===== src/rtl/mul_ctrl_if.sv =====
// rtl/mul_ctrl_if.sv - EX-stage M-extension request, multiplier and result bundle
interface mul_ctrl_if #(
    parameter int XLEN = 32
);
    logic                start;
    logic [2:0]          funct3;
    logic                flush;
    logic [XLEN-1:0]     op1;
    logic [XLEN-1:0]     op2;
    logic                mul_en;
    logic [XLEN-1:0]     mul_op1;
    logic [XLEN-1:0]     mul_op2;
    logic [2*XLEN-1:0]   mul_product;
    logic                stall_req;
    logic                valid;
    logic [XLEN-1:0]     result;

    modport master (
        output start, funct3, flush, op1, op2, mul_product,
        input  mul_en, mul_op1, mul_op2, stall_req, valid, result
    );

    modport slave (
        input  start, funct3, flush, op1, op2, mul_product,
        output mul_en, mul_op1, mul_op2, stall_req, valid, result
    );
endinterface


===== src/rtl/mul_ctrl.sv =====
// rtl/mul_ctrl.sv - RV32M MUL/MULH/MULHSU/MULHU sequencer around an unsigned array multiplier
// Optional result reuse of the last completed op is enabled by MUL_RESULT_REUSE_EN.
module mul_ctrl #(
    parameter int MUL_CYCLES = 2,
    parameter int XLEN       = 32
) (
    input  logic       clk,
    input  logic       rst_n,
    mul_ctrl_if.slave  bus
);
    typedef enum logic [1:0] {IDLE, CALC, FIX, DONE} state_t;

    localparam logic [XLEN-1:0]   ONE_X = {{(XLEN-1){1'b0}}, 1'b1};
    localparam logic [2*XLEN-1:0] ONE_P = {{(2*XLEN-1){1'b0}}, 1'b1};

    state_t            state, state_nx;
    logic [3:0]        cnt;
    logic [2:0]        f3_q;
    logic              neg_q;
    logic              en_q;
    logic [XLEN-1:0]   op1_q, op2_q, res_q;
    logic [2*XLEN-1:0] p_q, p_fix;

    logic              accept, hit, sign1, sign2;
    logic [XLEN-1:0]   mag1, mag2, hit_res;
    logic [1:0]        code;

    assign sign1  = bus.op1[XLEN-1] & ((bus.funct3[1:0] == 2'b01) | (bus.funct3[1:0] == 2'b10));
    assign sign2  = bus.op2[XLEN-1] & (bus.funct3[1:0] == 2'b01);
    assign mag1   = sign1 ? (~bus.op1) + ONE_X : bus.op1;
    assign mag2   = sign2 ? (~bus.op2) + ONE_X : bus.op2;
    assign code   = (bus.funct3[1:0] == 2'b01) ? 2'd1 :
                    (bus.funct3[1:0] == 2'b10) ? 2'd2 : 2'd0;
    assign p_fix  = neg_q ? (~p_q) + ONE_P : p_q;
    assign accept = (state == IDLE) & bus.start & ~bus.funct3[2] & ~bus.flush;

`ifdef MUL_RESULT_REUSE_EN
    logic              c_valid;
    logic [XLEN-1:0]   c_op1, c_op2;
    logic [1:0]        c_code;
    logic [2*XLEN-1:0] c_p;

    // A new MUL only needs the low half, which is identical for every signedness.
    assign hit     = c_valid & (bus.op1 == c_op1) & (bus.op2 == c_op2) &
                     ((code == c_code) | (bus.funct3[1:0] == 2'b00));
    assign hit_res = (bus.funct3[1:0] == 2'b00) ? c_p[XLEN-1:0] : c_p[2*XLEN-1:XLEN];

    always_ff @(posedge clk or negedge rst_n) begin
        if (!rst_n) begin
            c_valid <= 1'b0;
            c_op1   <= '0;
            c_op2   <= '0;
            c_code  <= 2'd0;
            c_p     <= '0;
        end else if (bus.flush) begin
            c_valid <= 1'b0;
        end else if (accept && !hit) begin
            c_valid <= 1'b0;
            c_op1   <= bus.op1;
            c_op2   <= bus.op2;
            c_code  <= code;
        end else if (state == FIX) begin
            c_valid <= 1'b1;
            c_p     <= p_fix;
        end
    end
`else
    assign hit     = 1'b0;
    assign hit_res = '0;
`endif

    always_ff @(posedge clk or negedge rst_n) begin
        if (!rst_n) state <= IDLE;
        else        state <= state_nx;
    end

    always_comb begin
        state_nx = state;
        case (state)
            IDLE: if (accept) state_nx = hit ? DONE : CALC;
            CALC: if (cnt == 4'd0) state_nx = FIX;
            FIX:  state_nx = DONE;
            DONE: state_nx = IDLE;
            default: state_nx = IDLE;
        endcase
        if (bus.flush) state_nx = IDLE;
    end

    always_ff @(posedge clk or negedge rst_n) begin
        if (!rst_n) begin
            cnt   <= 4'd0;
            f3_q  <= 3'd0;
            neg_q <= 1'b0;
            en_q  <= 1'b0;
            op1_q <= '0;
            op2_q <= '0;
            res_q <= '0;
            p_q   <= '0;
        end else if (bus.flush) begin
            en_q <= 1'b0;
            cnt  <= 4'd0;
        end else begin
            case (state)
                IDLE: if (accept) begin
                    f3_q  <= bus.funct3;
                    neg_q <= sign1 ^ sign2;
                    if (hit) begin
                        res_q <= hit_res;
                    end else begin
                        op1_q <= mag1;
                        op2_q <= mag2;
                        en_q  <= 1'b1;
                        cnt   <= 4'(MUL_CYCLES - 1);
                    end
                end
                CALC: begin
                    if (cnt == 4'd0) p_q <= bus.mul_product;
                    else             cnt <= cnt - 4'd1;
                end
                FIX: begin
                    p_q   <= p_fix;
                    en_q  <= 1'b0;
                    res_q <= (f3_q[1:0] == 2'b00) ? p_fix[XLEN-1:0] : p_fix[2*XLEN-1:XLEN];
                end
                default: ;
            endcase
        end
    end

    // stall drops in DONE so the pipeline advances on the valid cycle.
    assign bus.stall_req = rst_n & ~bus.flush &
                           (((state == IDLE) & bus.start & ~bus.funct3[2]) |
                            (state == CALC) | (state == FIX));
    assign bus.valid     = (state == DONE) & ~bus.flush;
    assign bus.mul_en    = en_q;
    assign bus.mul_op1   = op1_q;
    assign bus.mul_op2   = op2_q;
    assign bus.result    = res_q;
endmodule


===== src/flat_wrapper.sv =====
// flat-port wrapper written by rule: the top's interface ports become plain ports
module mul_ctrl_flat 
#(
    parameter int MUL_CYCLES = 2,
    parameter int XLEN       = 32
)
  (clk, rst_n, bus_start, bus_funct3, bus_flush, bus_op1, bus_op2, bus_mul_product, bus_mul_en, bus_mul_op1, bus_mul_op2, bus_stall_req, bus_valid, bus_result);
  mul_ctrl_if #(.XLEN(XLEN)) bus_i ();
  input  logic clk;
  input  logic rst_n;
  input wire logic [$bits(bus_i.start)-1:0] bus_start;
  input wire logic [$bits(bus_i.funct3)-1:0] bus_funct3;
  input wire logic [$bits(bus_i.flush)-1:0] bus_flush;
  input wire logic [$bits(bus_i.op1)-1:0] bus_op1;
  input wire logic [$bits(bus_i.op2)-1:0] bus_op2;
  input wire logic [$bits(bus_i.mul_product)-1:0] bus_mul_product;
  output wire logic [$bits(bus_i.mul_en)-1:0] bus_mul_en;
  output wire logic [$bits(bus_i.mul_op1)-1:0] bus_mul_op1;
  output wire logic [$bits(bus_i.mul_op2)-1:0] bus_mul_op2;
  output wire logic [$bits(bus_i.stall_req)-1:0] bus_stall_req;
  output wire logic [$bits(bus_i.valid)-1:0] bus_valid;
  output wire logic [$bits(bus_i.result)-1:0] bus_result;
  assign bus_i.start = bus_start;
  assign bus_i.funct3 = bus_funct3;
  assign bus_i.flush = bus_flush;
  assign bus_i.op1 = bus_op1;
  assign bus_i.op2 = bus_op2;
  assign bus_i.mul_product = bus_mul_product;
  assign bus_mul_en = bus_i.mul_en;
  assign bus_mul_op1 = bus_i.mul_op1;
  assign bus_mul_op2 = bus_i.mul_op2;
  assign bus_stall_req = bus_i.stall_req;
  assign bus_valid = bus_i.valid;
  assign bus_result = bus_i.result;
  mul_ctrl #(.MUL_CYCLES(MUL_CYCLES), .XLEN(XLEN)) u_core (.clk(clk), .rst_n(rst_n), .bus(bus_i));
endmodule

===== config.mk =====
export PLATFORM = sky130hd
export DESIGN_NAME = mul_ctrl_flat
export DESIGN_NICKNAME = d
export VERILOG_FILES = /design/src/rtl/mul_ctrl_if.sv /design/src/rtl/mul_ctrl.sv /design/src/flat_wrapper.sv
export SDC_FILE = /design/constraint.sdc
export NUM_CORES = 1
export LEC_CHECK = 0
export CORE_AREA = 8 8 135 168
export CTS_CLUSTER_SIZE = 40
export DETAILED_ROUTE_END_ITERATION = 8
export DIE_AREA = 0 0 143 176
export PLACE_DENSITY = 0.86
export SLEW_MARGIN = 20
export SYNTH_ARGS = -nofsm -noshare
export SYNTH_HDL_FRONTEND = slang
export SYNTH_SLANG_ARGS = --single-unit

===== constraint.sdc =====
create_clock -name clk -period 5.4 [get_ports clk]
set_input_delay 1.08 -clock clk [delete_from_list [all_inputs] [get_ports clk]]
set_output_delay 1.08 -clock clk [all_outputs]
set_load 0.01 [all_outputs]

# Word level (Yosys, flattened, before mapping)
# Index checks and enable logic that the tools add are counted.
[op_classes]
n_reduce_logical = 12
n_bitwise = 17
eq_ne = 9
n_addsub = 4
mux = 17
[ops]
columns = ["operator", "n"]
rows = [
  ["$mux W64", 2],
  ["$pmux W64 S2", 1],
  ["$mux W32", 3],
  ["$add A32 B1 Y32 const B", 2],
  ["$add A64 B1 Y64 const B", 1],
  ["$not A32 Y32", 2],
  ["$not A64 Y64", 1],
  ["$mux W4", 3],
  ["$reduce_and A3 Y1", 3],
  ["$and A1 B1 Y1", 8],
  ["$pmux W2 S4", 1],
  ["$pmux W4 S2", 1],
  ["$eq A2 B2 Y1 const B", 3],
  ["$mux W2", 3],
  ["$ne A3 B2 Y1 const B", 2],
  ["$reduce_and A2 Y1", 3],
  ["$reduce_bool A3 Y1", 2],
  ["$eq A2 B1 Y1 const B", 2],
  ["$logic_not A2 Y1", 2],
  ["$logic_not A4 Y1", 1],
  ["$sub A4 B1 Y4 const B", 1],
  ["$ne A3 B3 Y1 const B", 1],
  ["$or A1 B1 Y1", 3],
  ["$mux W1", 2],
  ["5 further kinds", 6],
]
[totals]
out_inout_bits = 99
input_bits = 135
regBits = 170
wordCells = 68

# Depth between registers and ports, before layout
# Gate-level depths: netlist of the first run.
[depth]
depth_word = 7
mapped_depth = 11
ltp_nobuf = 8

# Worst setup path before layout of the first run
# OpenSTA, ideal clock, no wires.
[synth_timing]
path_type = "input -> register"
startpoint = "in bus_op1[12]"
endpoint = "reg u_core.op1_q[29], in the netlist u_core.bus.mul_op1[29]"
arrival_time_ns = 3.030
setup_slack_ns = 2.233
path_buffers = 0
setup_time_ns = 0.137
required_time_ns = 5.263
path_stages = 6
path_cell_list = "or4_1 or3_4 or4_1 o31ai_1 xor2_1 a21oi_1"
[synth_via]
elab_chain_len = 3
[synth_lines]
columns = ["item", "line_no", "rtl"]
rows = [
  ["start, declared", "flat_wrapper.sv:14", "input wire logic [$bits(bus_i.op1)-1:0] bus_op1;"],
  ["$not A32 Y32", "mul_ctrl.sv:30", "assign mag1 = sign1 ? (~bus.op1) + ONE_X : bus.op1;"],
  ["$add A32 B1 Y32", "mul_ctrl.sv:30", ""],
  ["$mux W32", "mul_ctrl.sv:30", ""],
  ["end signal, assigned", "mul_ctrl.sv:110", "op1_q <= mag1;"],
  ["end, declared", "mul_ctrl.sv:21", "logic [XLEN-1:0] op1_q, op2_q, res_q;"],
]
# No other way between the ends.
# A chain may end at the register's enable or synchronous reset.

# Worst setup path after layout of the first run
[layout_timing]
startpoint = "in bus_flush"
endpoint = "out bus_stall_req"
[layout_via]
elab_chain_len = 3
[layout_lines]
columns = ["item", "line_no", "rtl"]
rows = [
  ["start, declared", "flat_wrapper.sv:13", "input wire logic [$bits(bus_i.flush)-1:0] bus_flush;"],
  ["$not A1 Y1 (no source line)", "--", ""],
  ["$and A1 B1 Y1 (2 in a row)", "mul_ctrl.sv:131", "assign bus.stall_req = rst_n & ~bus.flush &"],
  ["end, declared", "flat_wrapper.sv:20", "output wire logic [$bits(bus_i.stall_req)-1:0] bus_stall_req;"],
]
# No other way between the ends.

==> flow_summary.toml, run 1 <==
[global_routing]
busiest_layer = "met2"
antenna_found_initial = 0
grt_pass1_vias = 10800
grt_usage_pct = 30.3
use_met3_pct = 10.2
overflow = 0
use_met2_pct = 50.4
use_met1_pct = 34.0
grt_pass1_wl_um = 59700
grt_max_degree = 84

[final_layout]
regArea_sq_mm = 0.00426
area_growth_pct = 27.6
nFillCells = 1547
diodes = 0
drive_above_1_share_pct = 5.72
multi_input_area_sq_mm = 0.00625
nNetsFinal = 1617

[hold_path]
min_path_type = "reg2reg"
min_path_cells = 2

[clocking]
cts-root-buf = "clkbuf_16"
ctsHoldBuffers = 0
post-cts-setup-buffers = 0
cts_tree = "done"
clockBufferDepth = 2
insertion_delay_ns = 0.45
cts_resized = 0
cts_inserted_buffers = 17
path_clk_slew_ns = 0.07
cts_max_level = 4
clock-sinks = 170

[synth]
synth-main-ff-cell = "dfrtp_1"
synth_edf_count = 0
ys_warn_count = 0
synth.top_cells.by_area = "dfrtp_1 39%, a21oi_1 6.8%, mux2i_1 5.4%"
synth_largest_area_cell = "dfrtp_1"
synth.most_common_cell = "dfrtp_1"
ys_types = 66
synth_area_sq_mm = 0.0110
synth_common_cells = "170 x dfrtp_1, 150 x a21oi_1, 147 x nor2_1"
yosysTopAreaCellShare_pct = 38.6
syn_nets = 1459
ys_ff_latch = 170
syn_avg_cell_area_sq_um = 8.39
seq_area_frac_synth_pct = 38.6
ys_async_sr_fraction_pct = 100
netlist_instances = 1314

[setup_path]
cpPeakStageDelay_ns = 0.69
slowest_stage = "clkdlybuf4s50_1"
r2r_cells = 6
worstPathRequired_ns = 4.32
cp-end-kind = "primary output"
crit_path_cell_trace = "clkdlybuf4s50_1 > nor3b_1 > clkdlybuf4s50_1"
cp_top_family = "buffers and inverters"
crit_arrival_ns = 2.76
cp_max_fo = 14
cp_num_cells = 3
r2r_slack_ns = 1.60
crit_buf_inv = 2
critPathKind = "in2out"
crit_top_cell = "clkdlybuf4s50_1"
startpoint_type = "input port"

[die]
io-pin-count = 234
coreArea_sq_mm = 0.0200
die_y_um = 176
die-area_sq_mm = 0.0252
initial_core_util_pct = 55.2
num_rows = 58
die_w_um = 143

[sta]
period_share_pct = 71.1
rsz0062_at_grt = "false"
timing_hold_violations_final = 0
tns_ns = 0
whs_ns = 0.488
worst_pin_slew_ns = 1.02
skew_ns = 0.0135
max_freq_ghz = 0.261
slew_headroom_pct = 31.6
final-setup-viol-count = 0
report.final.slew_viol_count = 0
finalCriticalPeriod_ns = 3.84

[placement]
routabilityCongestion = 1.01
dpl.hpwl_um = 28400
port_buffers = 233

[job]
drv_cap = 0

[detailed_routing]
drc = 0
post_drt_via_cell_ratio = 6.32
dr.pass1.iters = 6
via_count = 11100
wl_per_cell_um = 21.7
wl_um = 38200
drtIter0Drc = 1049
ant_nets = 0

[outcome]
status = "complete, no violations"

[power_and_ir_drop]
ir_drop_mv = 0.325
p_leak_uw = 0.00538
power_density_mw_per_mm2 = 567
[state kept, by name (all words and copies together) (netlist names), 2 cells and up]
signal / count
u_core.bus.mul_op1: 32
u_core.bus.mul_op2: 32
u_core.bus.result: 32
u_core.cnt: 4
u_core.f3_q: 2
u_core.p_q: 64
u_core.state: 2
[through the flow]
stage / std cells / total power, uW / cell area, sq um / util [%] / worst slack, ns
floorplan: 1314 / 4870 / 11000 / - / 2.23
global placement: 1723 / 6400 / 13400 / 67.1 / 1.33
detailed placement: 1723 / 6520 / 13400 / 67.1 / 1.27
CTS: 1755 / 7920 / 14100 / 70.4 / 1.56
global route: 1755 / 8420 / 14100 / 70.4 / 1.43
finish: 1755 / 7970 / 14100 / 70.4 / 1.56
[cells in the final DEF (no fill, tap or decap), drive strengths merged, types with 11 or more instances in the layout]
cell type / instances
o22ai: 54
mux2i: 59
o21ai: 59
nor4: 29
nand2: 121
a31oi: 11
buf: 18
o31ai: 26
o41ai: 16
clkdlybuf4s50: 232
xor2: 40
nand2b: 11
or3: 21
nand4: 16
inv: 29
or4: 21
nand3: 25
dfrtp: 170
nor2: 147
clkbuf: 17
nor3: 36
a21oi: 150
a22oi: 11
xnor2: 55
[layer usage]
metal  vias to the layer above  wire, um
met1                      5296     13700
met4                         0      1800
li1                       5112         -
met5                         -         0
met2                       577     18500
met3                       108      4110
[worst paths after layout]
check                                     start               endpoint
setup / recovery                      bus_flush          bus_stall_req
hold / removal             u_core.bus.result[5]   u_core.bus.result[5]
setup reg to reg                 u_core.p_q[10]  u_core.bus.result[17]
hold reg to reg            u_core.bus.result[5]   u_core.bus.result[5]
max in group asynchronous                 rst_n         u_core.p_q[38]
min in group asynchronous                 rst_n          u_core.p_q[6]
[cells by family after synthesis]
group,synth area share [%]
adders and majority gates,1.14
buffers and inverters,4.78
AOI/OAI and AO/OA,21.0
and+or+nand+nor,21.0
muxes,5.97
xor gates and xnor gates,7.55
DFF,38.6
[cell type report]
| cell class | count | share of cell area [%] |
|---|---|---|
| multi-input cells | 1011 | 44.5 |
| flip-flops and latches | 170 | 30.3 |
| well taps | 270 | 2.40 |
| clock buffers | 17 | 3.03 |
| clock inverters | 15 | 1.61 |
| repair buffers | 250 | 17.6 |
| inverters | 22 | 0.588 |
[worst register-to-register path: stages (launching register included)]
cell and delay, ns:
dfrtp_1 0.48, nor4_4 0.42, nand3_1 0.69, or4_1 0.90, mux2i_1 0.18, a2111oi_0 0.81
o31ai_1 0.16
[power by group]
part	total (uW)	internal, uW	leakage, uW	switching [uW]
sequential	2710	1890	0.00196	824
clock	1370	759	0.000315	608
combinational	3890	1780	0.00311	2100
Note: power is estimated with default switching activity, not from simulation.
==> inputs of run 2 (changes only) <==
--- a/config.mk
+++ b/config.mk
@@ -5,11 +5,11 @@
 export SDC_FILE = /design/constraint.sdc
 export NUM_CORES = 1
 export LEC_CHECK = 0
-export CORE_AREA = 8 8 135 168
+export CORE_AREA = 8 8 146 183
 export CTS_CLUSTER_SIZE = 40
 export DETAILED_ROUTE_END_ITERATION = 8
-export DIE_AREA = 0 0 143 176
-export PLACE_DENSITY = 0.86
+export DIE_AREA = 0 0 154 191
+export PLACE_DENSITY = 0.77
 export SLEW_MARGIN = 20
 export SYNTH_ARGS = -nofsm -noshare
 export SYNTH_HDL_FRONTEND = slang
==> constraint.sdc (replaced) <==
create_clock -name clk -period 3.09 [get_ports clk]
set_input_delay 0.618 -clock clk [delete_from_list [all_inputs] [get_ports clk]]
set_output_delay 0.618 -clock clk [all_outputs]
set_load 0.01 [all_outputs]
==> run 2 against run 1 <==
Effect of this change:
- setup slack worse by 1.4 ns
- sequential share of layout area is 1.9 points lower
- final area is 6.5% higher
- total power is 82% higher
- clock-buffer cell count stayed put
- hold slack worse by 0.19 ns
- flip-flop and latch count stayed put
- first-iteration DRC count is 27% lower
- via count is 3.3% higher
- routed wire length is 5.6% higher
- die area is 17% higher
- global-route usage is 3.0 points lower
- critical endpoint is now u_core.bus.result[25]
- highest routed layer is now met5
==> flow_summary.toml, run 2 (synthesis results as in run 1) <==
[clocking]
cts_inserted_buffers = 17
path_clk_slew_ns = 0.08
clock-sinks = 170
cts_max_level = 4
cts_tree = "done"
ctsHoldBuffers = 0
cts-root-buf = "clkbuf_16"
post-cts-setup-buffers = 0
cts_resized = 0
insertion_delay_ns = 0.45
clockBufferDepth = 2

[global_routing]
overflow = 0
grt_pass1_wl_um = 63300
antenna_found_initial = 4
grt_max_degree = 128
grt_pass1_vias = 11500
grt_usage_pct = 27.3

[placement]
dpl.hpwl_um = 30700
port_buffers = 233
routabilityCongestion = 0.999

[sta]
period_share_pct = 95.6
finalCriticalPeriod_ns = 2.95
final-setup-viol-count = 0
report.final.slew_viol_count = 0
slew_headroom_pct = 22.7
max_freq_ghz = 0.339
worst_pin_slew_ns = 1.16
skew_ns = 0.0108
rsz0062_at_grt = "false"
timing_hold_violations_final = 0
tns_ns = 0

[setup_path]
r2r_cells = 7
startpoint_type = "flop"
cp_max_fo = 5
r2r_slack_ns = 0.14
slowest_stage = "or4_1"
crit_arrival_ns = 3.27
cpPeakStageDelay_ns = 0.64
cp-end-kind = "flop"
worstPathRequired_ns = 3.41
crit_path_cell_trace = "nor4_1 > nand4_1 > or4_1 > mux2i_1 > a2111oi_0 > buf_4 > o31ai_1"
critPathKind = "reg2reg"

[detailed_routing]
wl_per_cell_um = 21.3
ant_nets = 0
dr.pass1.iters = 6
post_drt_via_cell_ratio = 6.04
wl_um = 40300
drc = 0
drtIter0Drc = 764
via_count = 11500

[final_layout]
nFillCells = 2056
multi_input_area_sq_mm = 0.00625
area_growth_pct = 35.9
fin_util_pct = 62.5
largest_register_ffs = 64
drive_above_1_share_pct = 12.5
regArea_sq_mm = 0.00426
nNetsFinal = 1730
regMostFlops = "u_core.p_q"
final_common_cell = "clkdlybuf4s50_1"
final_cell_mix = "232 x clkdlybuf4s50_1, 169 x dfrtp_1, 150 x a21oi_1"

[hold_path]
min_path_type = "in2async"

[power_and_ir_drop]
power_frac_clock_pct = 15.2
intPower_uw = 8170
power_density_mw_per_mm2 = 969
switchingPower_uw = 6340
pwr-share-seq_pct = 30.2
swShare_pct = 43.7
p_leak_uw = 0.00593
ir_drop_mv = 0.540
p_total_uw = 14500
pwr-share-comb_pct = 54.6

[job]
drv_cap = 0

[die]
die_y_um = 191
coreArea_sq_mm = 0.0239
io-pin-count = 234
initial_core_util_pct = 46.0
die_w_um = 154
die-area_sq_mm = 0.0294
num_rows = 64

[outcome]
status = "complete, no violations"
## run 2: changes by cell type in the layout (fill, tap and decap cells not counted), moves of 2 or more
cell,delta
buf_12,+7
buf_4,+107
bufinv_16,-2
clkinv_4,+2
clkinv_8,-2
## run 2: layer usage
| layer | global-route usage, % | part of all wire [%] |
|---|---|---|
| met1 | 30.0 | 37 |
| met2 | 45.9 | 48 |
| met3 | 8.64 | 9.3 |
| met4 | 16.2 | 5.7 |
| met5 | 0 | 0.087 |
## run 2: path summary, 6_finish.rpt
kind / startpoint / endpoint
worst max-delay path: u_core.p_q[29] / u_core.bus.result[25]
worst min-delay path: rst_n / u_core.bus.mul_op1[26]
worst max register to register: u_core.p_q[29] / u_core.bus.result[25]
worst min register to register: u_core.bus.result[22] / u_core.bus.result[22]
max in group asynchronous: rst_n / u_core.p_q[19]
min in group clk: u_core.bus.result[22] / u_core.bus.result[22]
## run 2: cell type report
class	count	area share [%]
multi-input cells	1011	41.8
flip-flops and latches	170	28.4
repair buffers	363	22.8
clock buffers	17	2.84
well taps	297	2.48
clock inverters	15	1.15
inverters	22	0.552
diodes	1	0.0167
## run 2: power by group through the flow
| stage | Combinational [uW] | Sequential [uW] | Clock [uW] |
|---|---|---|---|
| floorplan | 4280 | 4230 | 0 |
| global placement | 7690 | 4340 | 0 |
| detailed placement | 7820 | 4380 | 0 |
| CTS | 7870 | 4360 | 2250 |
| global route | 8580 | 4520 | 2340 |
| finish | 7920 | 4380 | 2210 |
## run 2: metrics by stage
stage	instance area, sq um	hold slack (ns)	instances	worst slack [ns]
after floorplan	11000	0.322	1314	0.385
after global placement	14400	0.463	1863	-0.0239
after detailed placement	14400	0.478	1863	-0.0443
after CTS	15000	0.323	1895	0.175
after global routing	15000	0.346	1895	0.0393
final	15000	0.302	1896	0.137
## run 2: critical path, delay by kind of cell, from the launching register on
| family | cells | cell delay [ns] |
|---|---|---|
| AOI/OAI and AO/OA | 2 | 0.54 |
| and+or+nand+nor | 3 | 1.40 |
| buffers and inverters | 1 | 0.20 |
| DFF | 1 | 0.49 |
| muxes | 1 | 0.19 |
